==> src/rtl/cpu_ctrl_pkg.sv <==
// Shared encodings for the multicycle control sequencer: states, instruction
// classes and exception causes.
package cpu_ctrl_pkg;

  typedef enum logic [3:0] {
    ST_PAUSE   = 4'd0,
    ST_FETCH   = 4'd1,
    ST_DECODE  = 4'd2,
    ST_JUDGE   = 4'd3,
    ST_EXEC    = 4'd4,
    ST_MEM     = 4'd5,
    ST_MD_WAIT = 4'd6,
    ST_WB      = 4'd7,
    ST_EXC     = 4'd8
  } state_t;

  localparam logic [3:0] IC_NOP       = 4'd0;
  localparam logic [3:0] IC_ALU_R     = 4'd1;
  localparam logic [3:0] IC_ALU_I     = 4'd2;
  localparam logic [3:0] IC_LOAD      = 4'd3;
  localparam logic [3:0] IC_STORE     = 4'd4;
  localparam logic [3:0] IC_BRANCH    = 4'd5;
  localparam logic [3:0] IC_JUMP      = 4'd6;
  localparam logic [3:0] IC_JUMP_LINK = 4'd7;
  localparam logic [3:0] IC_MULDIV    = 4'd8;
  localparam logic [3:0] IC_TRAP_COND = 4'd9;
  localparam logic [3:0] IC_TRAP      = 4'd10;
  localparam logic [3:0] IC_ERET      = 4'd11;
  localparam logic [3:0] IC_MFC0      = 4'd12;
  localparam logic [3:0] IC_MTC0      = 4'd13;
  localparam logic [3:0] IC_MOVE_HILO = 4'd14;

  localparam logic [2:0] CAUSE_NONE = 3'd0;
  localparam logic [2:0] CAUSE_TRAP = 3'd1;
  localparam logic [2:0] CAUSE_IMEM = 3'd2;
  localparam logic [2:0] CAUSE_DMEM = 3'd3;
  localparam logic [2:0] CAUSE_MD   = 3'd4;
  localparam logic [2:0] CAUSE_IRQ  = 3'd5;

endpackage

==> src/rtl/seq_wait_timer.sv <==
// Saturating wait counter with synchronous clear; expired flags the cycle whose
// increment brings the count up to the programmed limit.
module seq_wait_timer #(
  parameter int WAIT_W = 8
) (
  input  logic              clk,
  input  logic              reset_n,
  input  logic              clear,
  input  logic [WAIT_W-1:0] limit,
  output logic              expired
);

  logic [WAIT_W-1:0] count_q, count_d;
  logic [WAIT_W:0]   count_inc;

  always_comb begin
    count_inc = {1'b0, count_q} + {{WAIT_W{1'b0}}, 1'b1};
    if (clear) begin
      count_d = '0;
    end else if (&count_q) begin
      count_d = count_q;
    end else begin
      count_d = count_inc[WAIT_W-1:0];
    end
  end

  assign expired = (count_inc >= {1'b0, limit});

  always_ff @(negedge clk or negedge reset_n) begin
    if (!reset_n) begin
      count_q <= '0;
    end else begin
      count_q <= count_d;
    end
  end

endmodule

==> src/rtl/multicycle_sequencer.sv <==
// Multicycle MIPS control sequencer; MULTICYCLE_SEQUENCER_IRQ_EN enables irq redirect.
// state | meaning: PAUSE reset hold, FETCH imem, DECODE pc+4, JUDGE cond, EXEC op, MEM dmem, MD_WAIT mul/div, WB regfile, EXC exception
module multicycle_sequencer
  import cpu_ctrl_pkg::*;
#(
  parameter int MEM_TIMEOUT = 15,
  parameter int MD_TIMEOUT  = 63,
  parameter int WAIT_W      = 8,
  parameter int CNT_W       = 32
) (
  input  logic             clk,
  input  logic             reset_n,
  input  logic [3:0]       inst_class,
  input  logic             cond_true,
  input  logic             imem_ready,
  input  logic             dmem_ready,
  input  logic             md_done,
  input  logic             irq,
  output logic [3:0]       state,
  output logic             imem_req,
  output logic             ir_wena,
  output logic             pc_wena,
  output logic             y_ena,
  output logic             rf_wena,
  output logic             dmem_req,
  output logic             dmem_wena,
  output logic             md_start,
  output logic             hilo_wena,
  output logic             cp0_wena,
  output logic             eret,
  output logic             exc_take,
  output logic [2:0]       exc_cause,
  output logic [CNT_W-1:0] retired
);

  state_t             state_q, state_d;
  logic [2:0]         cause_q, cause_d;
  logic [CNT_W-1:0]   retired_q, retired_d;
  logic               retire;
  logic [WAIT_W-1:0]  timer_limit;
  logic               timer_expired;

  seq_wait_timer #(.WAIT_W(WAIT_W)) u_wait_timer (
    .clk     (clk),
    .reset_n (reset_n),
    .clear   (state_d != state_q),
    .limit   (timer_limit),
    .expired (timer_expired)
  );

  always_comb begin
    state_d     = state_q;
    cause_d     = cause_q;
    retire      = 1'b0;
    timer_limit = WAIT_W'(MEM_TIMEOUT);
    imem_req    = 1'b0;
    ir_wena     = 1'b0;
    pc_wena     = 1'b0;
    y_ena       = 1'b0;
    rf_wena     = 1'b0;
    dmem_req    = 1'b0;
    dmem_wena   = 1'b0;
    md_start    = 1'b0;
    hilo_wena   = 1'b0;
    cp0_wena    = 1'b0;
    eret        = 1'b0;
    exc_take    = 1'b0;
    exc_cause   = CAUSE_NONE;

    case (state_q)
      ST_PAUSE: state_d = ST_FETCH;
      ST_FETCH: begin
        imem_req = 1'b1;
        y_ena    = 1'b1;
        if (imem_ready) begin
          ir_wena = 1'b1;
          state_d = ST_DECODE;
        end else if (timer_expired) begin
          state_d = ST_EXC;
          cause_d = CAUSE_IMEM;
        end
      end
      ST_DECODE: begin
        pc_wena = 1'b1;
        state_d = (inst_class == IC_BRANCH || inst_class == IC_TRAP_COND) ? ST_JUDGE : ST_EXEC;
      end
      ST_JUDGE: begin
        y_ena = 1'b1;
        if (!cond_true) begin
          retire = 1'b1;
        end else if (inst_class == IC_TRAP_COND) begin
          state_d = ST_EXC;
          cause_d = CAUSE_TRAP;
        end else begin
          state_d = ST_EXEC;
        end
      end
      ST_EXEC: begin
        case (inst_class)
          IC_ALU_R, IC_ALU_I: begin
            y_ena   = 1'b1;
            state_d = ST_WB;
          end
          IC_LOAD, IC_STORE: begin
            y_ena   = 1'b1;
            state_d = ST_MEM;
          end
          IC_MULDIV: begin
            md_start = 1'b1;
            state_d  = ST_MD_WAIT;
          end
          IC_BRANCH, IC_JUMP: begin
            pc_wena = 1'b1;
            retire  = 1'b1;
          end
          IC_ERET: begin
            pc_wena = 1'b1;
            eret    = 1'b1;
            retire  = 1'b1;
          end
          IC_JUMP_LINK: begin
            pc_wena = 1'b1;
            rf_wena = 1'b1;
            retire  = 1'b1;
          end
          IC_MFC0: begin
            rf_wena = 1'b1;
            retire  = 1'b1;
          end
          IC_MTC0: begin
            cp0_wena = 1'b1;
            retire   = 1'b1;
          end
          IC_MOVE_HILO: begin
            hilo_wena = 1'b1;
            retire    = 1'b1;
          end
          IC_TRAP: begin
            state_d = ST_EXC;
            cause_d = CAUSE_TRAP;
          end
          default: retire = 1'b1;
        endcase
      end
      ST_MEM: begin
        dmem_req  = 1'b1;
        dmem_wena = (inst_class == IC_STORE);
        if (dmem_ready) begin
          if (inst_class == IC_STORE) begin
            retire = 1'b1;
          end else begin
            state_d = ST_WB;
          end
        end else if (timer_expired) begin
          state_d = ST_EXC;
          cause_d = CAUSE_DMEM;
        end
      end
      ST_MD_WAIT: begin
        timer_limit = WAIT_W'(MD_TIMEOUT);
        if (md_done) begin
          hilo_wena = 1'b1;
          retire    = 1'b1;
        end else if (timer_expired) begin
          state_d = ST_EXC;
          cause_d = CAUSE_MD;
        end
      end
      ST_WB: begin
        rf_wena = 1'b1;
        retire  = 1'b1;
      end
      ST_EXC: begin
        exc_take  = 1'b1;
        pc_wena   = 1'b1;
        exc_cause = cause_q;
        state_d   = ST_FETCH;
      end
      default: state_d = ST_PAUSE;
    endcase

    // Every retiring path lands in FETCH unless an interrupt redirects it.
    if (retire) begin
      state_d = ST_FETCH;
`ifdef MULTICYCLE_SEQUENCER_IRQ_EN
      if (irq) begin
        state_d = ST_EXC;
        cause_d = CAUSE_IRQ;
      end
`endif
    end

    retired_d = retired_q + CNT_W'(retire);
  end

`ifndef MULTICYCLE_SEQUENCER_IRQ_EN
  logic irq_unused;
  assign irq_unused = irq;
`endif

  always_ff @(negedge clk or negedge reset_n) begin
    if (!reset_n) begin
      state_q   <= ST_PAUSE;
      cause_q   <= CAUSE_NONE;
      retired_q <= '0;
    end else begin
      state_q   <= state_d;
      cause_q   <= cause_d;
      retired_q <= retired_d;
    end
  end

  assign state   = state_q;
  assign retired = retired_q;

endmodule

==> config.mk <==
export PLATFORM = sky130hd
export DESIGN_NAME = multicycle_sequencer
export DESIGN_NICKNAME = d
export VERILOG_FILES = /design/src/rtl/cpu_ctrl_pkg.sv /design/src/rtl/seq_wait_timer.sv /design/src/rtl/multicycle_sequencer.sv
export SDC_FILE = /design/constraint.sdc
export NUM_CORES = 1
export LEC_CHECK = 0
export CAP_MARGIN = 20
export CORE_ASPECT_RATIO = 1.5
export CORE_MARGIN = 2
export CORE_UTILIZATION = 51
export CTS_CLUSTER_SIZE = 28
export DETAILED_ROUTE_END_ITERATION = 10
export PLACE_DENSITY = 0.84
export SLEW_MARGIN = 0
export SYNTH_ARGS = -nofsm -noshare
export SYNTH_HDL_FRONTEND = slang
export SYNTH_SLANG_ARGS = --single-unit
==> constraint.sdc <==
create_clock -name clk -period 4.05 [get_ports clk]
set_input_delay 0.81 -clock clk [delete_from_list [all_inputs] [get_ports clk]]
set_output_delay 0.81 -clock clk [all_outputs]
set_load 0.05 [all_outputs]
==> impl_metrics.json, run 1 <==
{
  "stop_error": "[ERROR DPL-0033] detailed placement checks failed during check placement.",
  "haltStage": "clock tree synthesis",
  "place_inst": 466,
  "dpl_cell_area_mm2": 0.004503,
  "ys_seq_area_frac": 0.4259,
  "gp_congestion": 0.9666,
  "io_buffer_count": 60,
  "die_height_um": 94.12,
  "netlist_instances": 291,
  "post-dp-hpwl_um": 6454,
  "synth_edf_count": 0,
  "run_status": "stopped before the end",
  "ys_warn_count": 0,
  "ys.flop_type": "dfrtn_1",
  "clock-sinks": 47,
  "clock_tree.root_cell": "clkbuf_8",
  "die_x_um": 64.08,
  "async_reset_ff_frac": 1.000,
  "synth.cell_area_mm2": 0.002761,
  "postCtsSetupBuffers": 28,
  "cts.path.max_buffers": 2,
  "htreeDepth": 2,
  "cts_buffers": 5,
  "io_pins": 62,
  "holdBufCountCts": 0,
  "synth_cell_types": 48,
  "avgSynthCellArea_um2": 9.489,
  "ys_ff_latch": 47,
  "start_util": 0.5346,
  "cts_resized": 118,
  "rows": 32
}
==> through the flow <==
| step | setup slack, ns | setup TNS [ns] | hold slack, ns |
|---|---|---|---|
| detailed placement | -1.223 | -46.28 | 0.4561 |
| floorplan | -1.092 | -39.95 | 0.4165 |
| global placement | -1.109 | -41.55 | 0.4418 |
==> cell usage after synthesis (3+ instances only) <==
cell type / count / area share
dfrtn_1: 47 / 0.43
xnor2_1: 26 / 0.082
nand2_1: 24 / 0.033
nor2_1: 22 / 0.030
nand3_1: 16 / 0.029
o21ai_0: 13 / 0.024
inv_1: 11 / 0.015
nor3_1: 11 / 0.020
xor2_1: 11 / 0.035
a21oi_1: 10 / 0.018
nand2b_1: 10 / 0.023
nand4_1: 7 / 0.016
nor2b_1: 7 / 0.016
and4_1: 6 / 0.019
ha_1: 6 / 0.027
and3_1: 5 / 0.011
a31oi_1: 4 / 0.0091
and2_1: 4 / 0.0091
buf_2: 4 / 0.0072
clkbuf_1: 4 / 0.0054
o211ai_1: 4 / 0.011
a21o_1: 3 / 0.0082
mux2i_1: 3 / 0.011
o31ai_1: 3 / 0.0082
==> cells by family after synthesis <==
group / share of synthesized area
mux: 0.01495
flops: 0.4259
other cells: 0.001358
buf+inv: 0.03444
compound gates: 0.1350
simple gates: 0.2379
xor+xnor: 0.1232
fa+ha+maj: 0.02719
==> run 2: changes to the inputs <==
--- a/config.mk
+++ b/config.mk
@@ -6,12 +6,10 @@
 export NUM_CORES = 1
 export LEC_CHECK = 0
 export CAP_MARGIN = 20
-export CORE_ASPECT_RATIO = 1.5
 export CORE_MARGIN = 2
-export CORE_UTILIZATION = 51
-export CTS_CLUSTER_SIZE = 28
+export CORE_UTILIZATION = 40
 export DETAILED_ROUTE_END_ITERATION = 10
-export PLACE_DENSITY = 0.84
+export PLACE_DENSITY_LB_ADDON = 0.15
 export SLEW_MARGIN = 0
 export SYNTH_ARGS = -nofsm -noshare
 export SYNTH_HDL_FRONTEND = slang
==> impl_metrics.json, run 2 <==
{
  "stdcell_area_mm2": 0.005221,
  "ys_ff_latch": 47,
  "gp_congestion": 0.8412,
  "io_buffer_count": 60,
  "worst_pin_slew_ns": 0.7483,
  "critical_path_class": "reg2out",
  "antenna_left": 0,
  "synth.most_common_cell": "dfrtn_1",
  "ys_warn_count": 0,
  "gr-usage-all-layers": 0.2242,
  "largest_reg_flops": 32,
  "place_inst": 480,
  "synth_cell_types": 48,
  "first_pass_iters": 4,
  "grt_first_pass_wirelength_um": 13410,
  "core_region_area_mm2": 0.006719,
  "die_height_um": 87.09,
  "synth.cell_area_mm2": 0.002761,
  "grt_pass1_vias": 2759,
  "crit_path_start_kind": "register",
  "drive_above_1_share": 0.5282,
  "vias_per_cell": 5.451,
  "p_leak_nw": 2.344,
  "async_reset_ff_frac": 1.000,
  "synthXorXnorAreaFrac": 0.1232,
  "synthSimpleGateAreaFrac": 0.2379,
  "drtIter0Drc": 79,
  "final_common_cell": "buf_12",
  "ir_worst_vdd_uv": 383.0,
  "stdcell_count": 506,
  "wl_per_cell_um": 16.69,
  "post-dp-hpwl_um": 5492,
  "dpl_cell_area_mm2": 0.004533,
  "synth_edf_count": 0,
  "cp_data_required_time_ns": 3.24,
  "final_cell_mix": "51 x buf_12, 50 x buf_4, 47 x dfrtn_1",
  "worstPathCellList": "nor2_2, nand2b_4, or3_4, buf_6, o21ai_4, buf_12",
  "relSlewSlack": 0.4973,
  "avgSynthCellArea_um2": 9.489,
  "p_per_area_mw_per_mm2": 459.9,
  "io_pins": 62,
  "final_max_slew_viol_count": 0,
  "vias": 2758,
  "synthTopCellsByArea": "dfrtn_1 43%, xnor2_1 8.2%, xor2_1 3.5%",
  "clock-sinks": 47,
  "max_stage_delay_ns": 0.45,
  "seq_area_mm2": 0.001176,
  "fin_nets": 442,
  "cp_max_fo": 5,
  "cp_num_buf_inv": 2,
  "die_x_um": 87.09,
  "yosys.area.top_type": "dfrtn_1",
  "cts_buffers": 5,
  "hold_ws_ns": 0.4584,
  "synth_top_family_by_area": "simple AND/OR/NAND/NOR gates",
  "run_status": "finished with violations",
  "reg2reg_depth": 13,
  "antenna_found_initial": 0,
  "num_antenna_cells": 0,
  "netlist_instances": 291,
  "final-setup-viol-count": 53,
  "cts.path.max_buffers": 2,
  "skew_ns": 0.009817,
  "drv_cap": 0,
  "filler_cell_count": 398,
  "ys_seq_area_frac": 0.4259,
  "drc_errors": 0,
  "netlist.area_leader.share": 0.4259,
  "path_delay_family": "simple AND/OR/NAND/NOR gates",
  "multi_input_area_mm2": 0.001986,
  "path_depth": 6,
  "htreeDepth": 2,
  "muxShareOfSynthArea": 0.01495,
  "synth_compound_area_frac": 0.1350,
  "ys.flop_type": "dfrtn_1",
  "synth_top_cells_by_count": "47 x dfrtn_1, 26 x xnor2_1, 24 x nand2_1, 22 x nor2_1, 16 x nand3_1",
  "whs_path_depth": 1,
  "clock_tree.root_cell": "clkbuf_8",
  "clkLatencyLatePin_ns": 0.31,
  "hp-class": "reg2reg",
  "layout_setup_ws_ns": -0.5023,
  "violations": "negative setup slack",
  "crit_path_end_kind": "output port",
  "hold_viol_final": 0,
  "grt_overflow_total": 0,
  "area_growth_pct": 89.08,
  "path_clk_slew_ns": 0.06,
  "rsz0062_at_grt": "true",
  "dieArea_mm2": 0.007584,
  "arrival_ns": 3.74,
  "fin_setup_tns_ns": -18.47,
  "synthAdderAreaFrac": 0.02719,
  "routed_wl_um": 8445,
  "slowest_stage": "dfrtn_1",
  "start_util": 0.4110,
  "rows": 30,
  "cts_tree": "done",
  "grt_max_degree": 21,
  "holdBufCountCts": 0
}
run 2: layout make-up:
class                   count  share of cell area
multi-input cells         224              0.3803
inverters                  11            0.009346
clock buffers               5             0.01318
clock inverters             3            0.008867
repair buffers            136              0.3439
well taps                  80             0.01917
flip-flops and latches     47              0.2253
run 2: power by group:
| group | total, mW | leakage (nW) | switching, mW | internal [mW] |
|---|---|---|---|---|
| clock | 0.365 | 0.0548 | 0.179 | 0.186 |
| sequential | 0.617 | 0.627 | 0.0885 | 0.529 |
| combinational | 1.42 | 1.66 | 0.709 | 0.711 |
| total | 2.40 | 2.34 | 0.976 | 1.43 |
run 2: metal layers:
layer / wire length (µm) / up-vias / GRT usage
li1: - / 1300 / -
met1: 3506 / 1363 / 0.2992
met2: 4431 / 82 / 0.3740
met3: 394 / 13 / 0.03886
met4: 112 / 0 / 0.06392
met5: 0 / - / 0
run 2: repair_timing:
item                                    CTS  global route
endpoints found under the setup margin   62            58
resized for setup                        94            40
pin swaps                                38            21
setup buffers                            16            12
run 2: path summary, 6_finish.rpt:
path                              from                      end  slack, ns
hold reg to reg            retired[31]              retired[31]       0.46
setup / recovery              state[0]                    y_ena      -0.50
min in group asynchronous      reset_n  u_wait_timer.count_q[4]       2.35
hold / removal             retired[31]              retired[31]       0.46
max in group asynchronous      reset_n              retired[29]       1.20
setup reg to reg              state[0]               cause_q[0]       0.81
run 2: cell families (layout without fill, tap and decap cells):
| group | after synthesis | count (layout) |
|---|---|---|
| xor+xnor | 38 | 38 |
| buf+inv | 21 | 155 |
| simple gates | 122 | 122 |
| fa+ha+maj | 6 | 6 |
| compound gates | 52 | 52 |
| mux | 4 | 4 |
| other cells | 1 | 2 |
| flops | 47 | 47 |
run 2: worst reg2reg max path, stage by stage, from the launching register on:
cell      delay (ns)
dfrtn_1         0.45
buf_4           0.18
nand2b_1        0.15
nor2_1          0.22
buf_4           0.17
inv_1           0.07
ha_1            0.32
a211oi_1        0.27
nand3_1         0.12
o31a_1          0.31
nor2_4          0.23
a21oi_2         0.06
a21oi_2         0.17
mux2_2          0.36
run 2: through the flow:
stage / util / setup WS (ns) / power, mW
after CTS: 0.7456 / -0.4736 / 2.348
after floorplan: - / -1.092 / 1.270
after global routing: 0.7771 / -0.5799 / 2.516
final: 0.7771 / -0.5023 / 2.401
after global placement: 0.6747 / -1.093 / 1.805
after detailed placement: 0.6747 / -1.222 / 1.830
Note: power is estimated with default switching activity, not from simulation.
==> run 3: changes to the inputs <==
--- a/config.mk
+++ b/config.mk
@@ -5,7 +5,6 @@
 export SDC_FILE = /design/constraint.sdc
 export NUM_CORES = 1
 export LEC_CHECK = 0
-export CAP_MARGIN = 20
 export CORE_MARGIN = 2
 export CORE_UTILIZATION = 40
 export DETAILED_ROUTE_END_ITERATION = 10
==> results of run 3 <==
Final layout, timing and power as in run 2 (identical DEF).
==> run 4: changes to the inputs <==
--- a/config.mk
+++ b/config.mk
@@ -5,7 +5,6 @@
 export SDC_FILE = /design/constraint.sdc
 export NUM_CORES = 1
 export LEC_CHECK = 0
-export CORE_MARGIN = 2
 export CORE_UTILIZATION = 40
 export DETAILED_ROUTE_END_ITERATION = 10
 export PLACE_DENSITY_LB_ADDON = 0.15
==> impl_metrics.json, run 4 (synthesis gave the netlist of run 2 again) <==
{
  "rrSetupSlack_ns": 0.67,
  "gr-usage-all-layers": 0.2480,
  "rsz0062_at_grt": "true",
  "relSlewSlack": 0.5376,
  "start_util": 0.4252,
  "clkLatencyLatePin_ns": 0.31,
  "critical_path_class": "reg2out",
  "cts_buffers": 5,
  "first_pass_iters": 4,
  "io_pins": 62,
  "worst_pin_slew_ns": 0.6883,
  "cp_data_required_time_ns": 3.24,
  "ir_worst_vdd_uv": 434.4,
  "final_max_slew_viol_count": 0,
  "vias_per_cell": 5.709,
  "die_height_um": 85.09,
  "slowest_stage": "dfrtn_1",
  "vias": 2980,
  "post-dp-hpwl_um": 5675,
  "p_per_area_mw_per_mm2": 486.3,
  "grt_first_pass_wirelength_um": 14220,
  "worstPathCellList": "nand2b_4, nand2b_4, or3_4, buf_6, o21ai_4, buf_12",
  "dieArea_mm2": 0.007239,
  "drtIter0Drc": 165,
  "rows": 29,
  "drc_errors": 0,
  "grt_max_degree": 42,
  "cts_tree": "done",
  "gp_congestion": 0.8993,
  "path_clk_slew_ns": 0.06,
  "stdcell_count": 522,
  "clock_tree.root_cell": "clkbuf_8",
  "htreeDepth": 2,
  "die_x_um": 85.09,
  "power_mw": 2.658,
  "reg2reg_from": "state[1]",
  "skew_ns": 0.005372,
  "drv_cap": 0,
  "layout_setup_ws_ns": -0.5167,
  "hold_ws_ns": 0.4492,
  "dpl_cell_area_mm2": 0.004507,
  "run_status": "finished with violations",
  "fin_nets": 461,
  "hp-class": "reg2reg",
  "io_buffer_count": 60,
  "area_growth_pct": 97.96,
  "crit_path_end_kind": "output port",
  "cp_num_buf_inv": 2,
  "path_delay_family": "simple AND/OR/NAND/NOR gates",
  "filler_cell_count": 296,
  "antenna_left": 0,
  "antenna_found_initial": 0,
  "hold_start": "cause_q[1]",
  "wl_per_cell_um": 19.84,
  "critPathLaunch": "state[2]",
  "grt_overflow_total": 0,
  "routed_wl_um": 10360,
  "drive_above_1_share": 0.5730,
  "final-setup-viol-count": 54,
  "cp_max_fo": 4,
  "final_common_cell": "buf_4",
  "stdcell_area_mm2": 0.005466,
  "final_util": 0.8416,
  "core_region_area_mm2": 0.006495,
  "holdBufCountCts": 0,
  "final_cell_mix": "61 x buf_4, 52 x buf_12, 47 x dfrtn_1",
  "grt_pass1_vias": 2920,
  "arrival_ns": 3.76,
  "largest_reg_flops": 32,
  "place_inst": 474,
  "p_leak_nw": 2.519,
  "cts.path.max_buffers": 2,
  "violations": "negative setup slack",
  "clock-sinks": 47,
  "hold_viol_final": 0,
  "crit_path_start_kind": "register",
  "max_stage_delay_ns": 0.47,
  "num_antenna_cells": 0,
  "cp_common_cell": "nand2b_4"
}
-- run 4: stage by stage --
| stage | TNS, ns | setup WS, ns |
|---|---|---|
| final | -19.32 | -0.5167 |
| after global routing | -23.26 | -0.5741 |
| after CTS | -17.08 | -0.5121 |
| after detailed placement | -45.71 | -1.186 |
| after global placement | -42.99 | -1.113 |
| after floorplan | -39.95 | -1.092 |
-- run 4: power by group --
part / internal, mW / switching (mW) / leakage (nW)
sequential: 0.529 / 0.0917 / 0.627
clock: 0.203 / 0.174 / 0.0618
combinational: 0.840 / 0.821 / 1.83
-- run 4: final cells by class --
type	instances	area, µm²	area share
multi-input combinational	224	2026	0.3706
timing repair buffer	155	1998	0.3655
sequential	47	1176	0.2152
tap	77	96.34	0.01762
clock buffer	6	82.58	0.01511
inverter	11	48.80	0.008927
clock inverter	2	38.79	0.007095
-- run 4: worst register-to-register path, stage by stage, from the launching register on --
cell      delay, ns
dfrtn_1        0.56
buf_6          0.15
buf_6          0.12
nand2b_4       0.07
nor2_4         0.10
buf_4          0.11
buf_4          0.09
buf_4          0.10
inv_1          0.06
ha_1           0.32
a211oi_1       0.29
nand3_1        0.13
o31a_1         0.30
nor2_4         0.26
a21oi_2        0.07
a21oi_2        0.15
mux2_2         0.35
-- run 4: layer usage --
layer | vias to the layer above | track usage | part of all wire
li1 | 1322 | - | -
met1 | 1499 | 0.3088 | 0.40
met2 | 125 | 0.4245 | 0.52
met3 | 34 | 0.04377 | 0.053
met4 | 0 | 0.1048 | 0.027
met5 | - | 0 | 0
-- run 4: repair_timing --
item	4_1_cts	5_1_grt
buffers inserted	24	26
gates cloned	0	1
endpoints found under the setup margin	60	58
gates resized for setup	120	45
pin swaps	45	28
-- run 4: path summary, 6_finish.rpt --
check	to	cells past startpoint
worst max-delay path	y_ena	6
worst min-delay path	cause_q[1]	1
worst max register to register	cause_q[0]	16
worst min register to register	cause_q[1]	1
max in group asynchronous	cause_q[0]	2
min in group asynchronous	u_wait_timer.count_q[3]	1
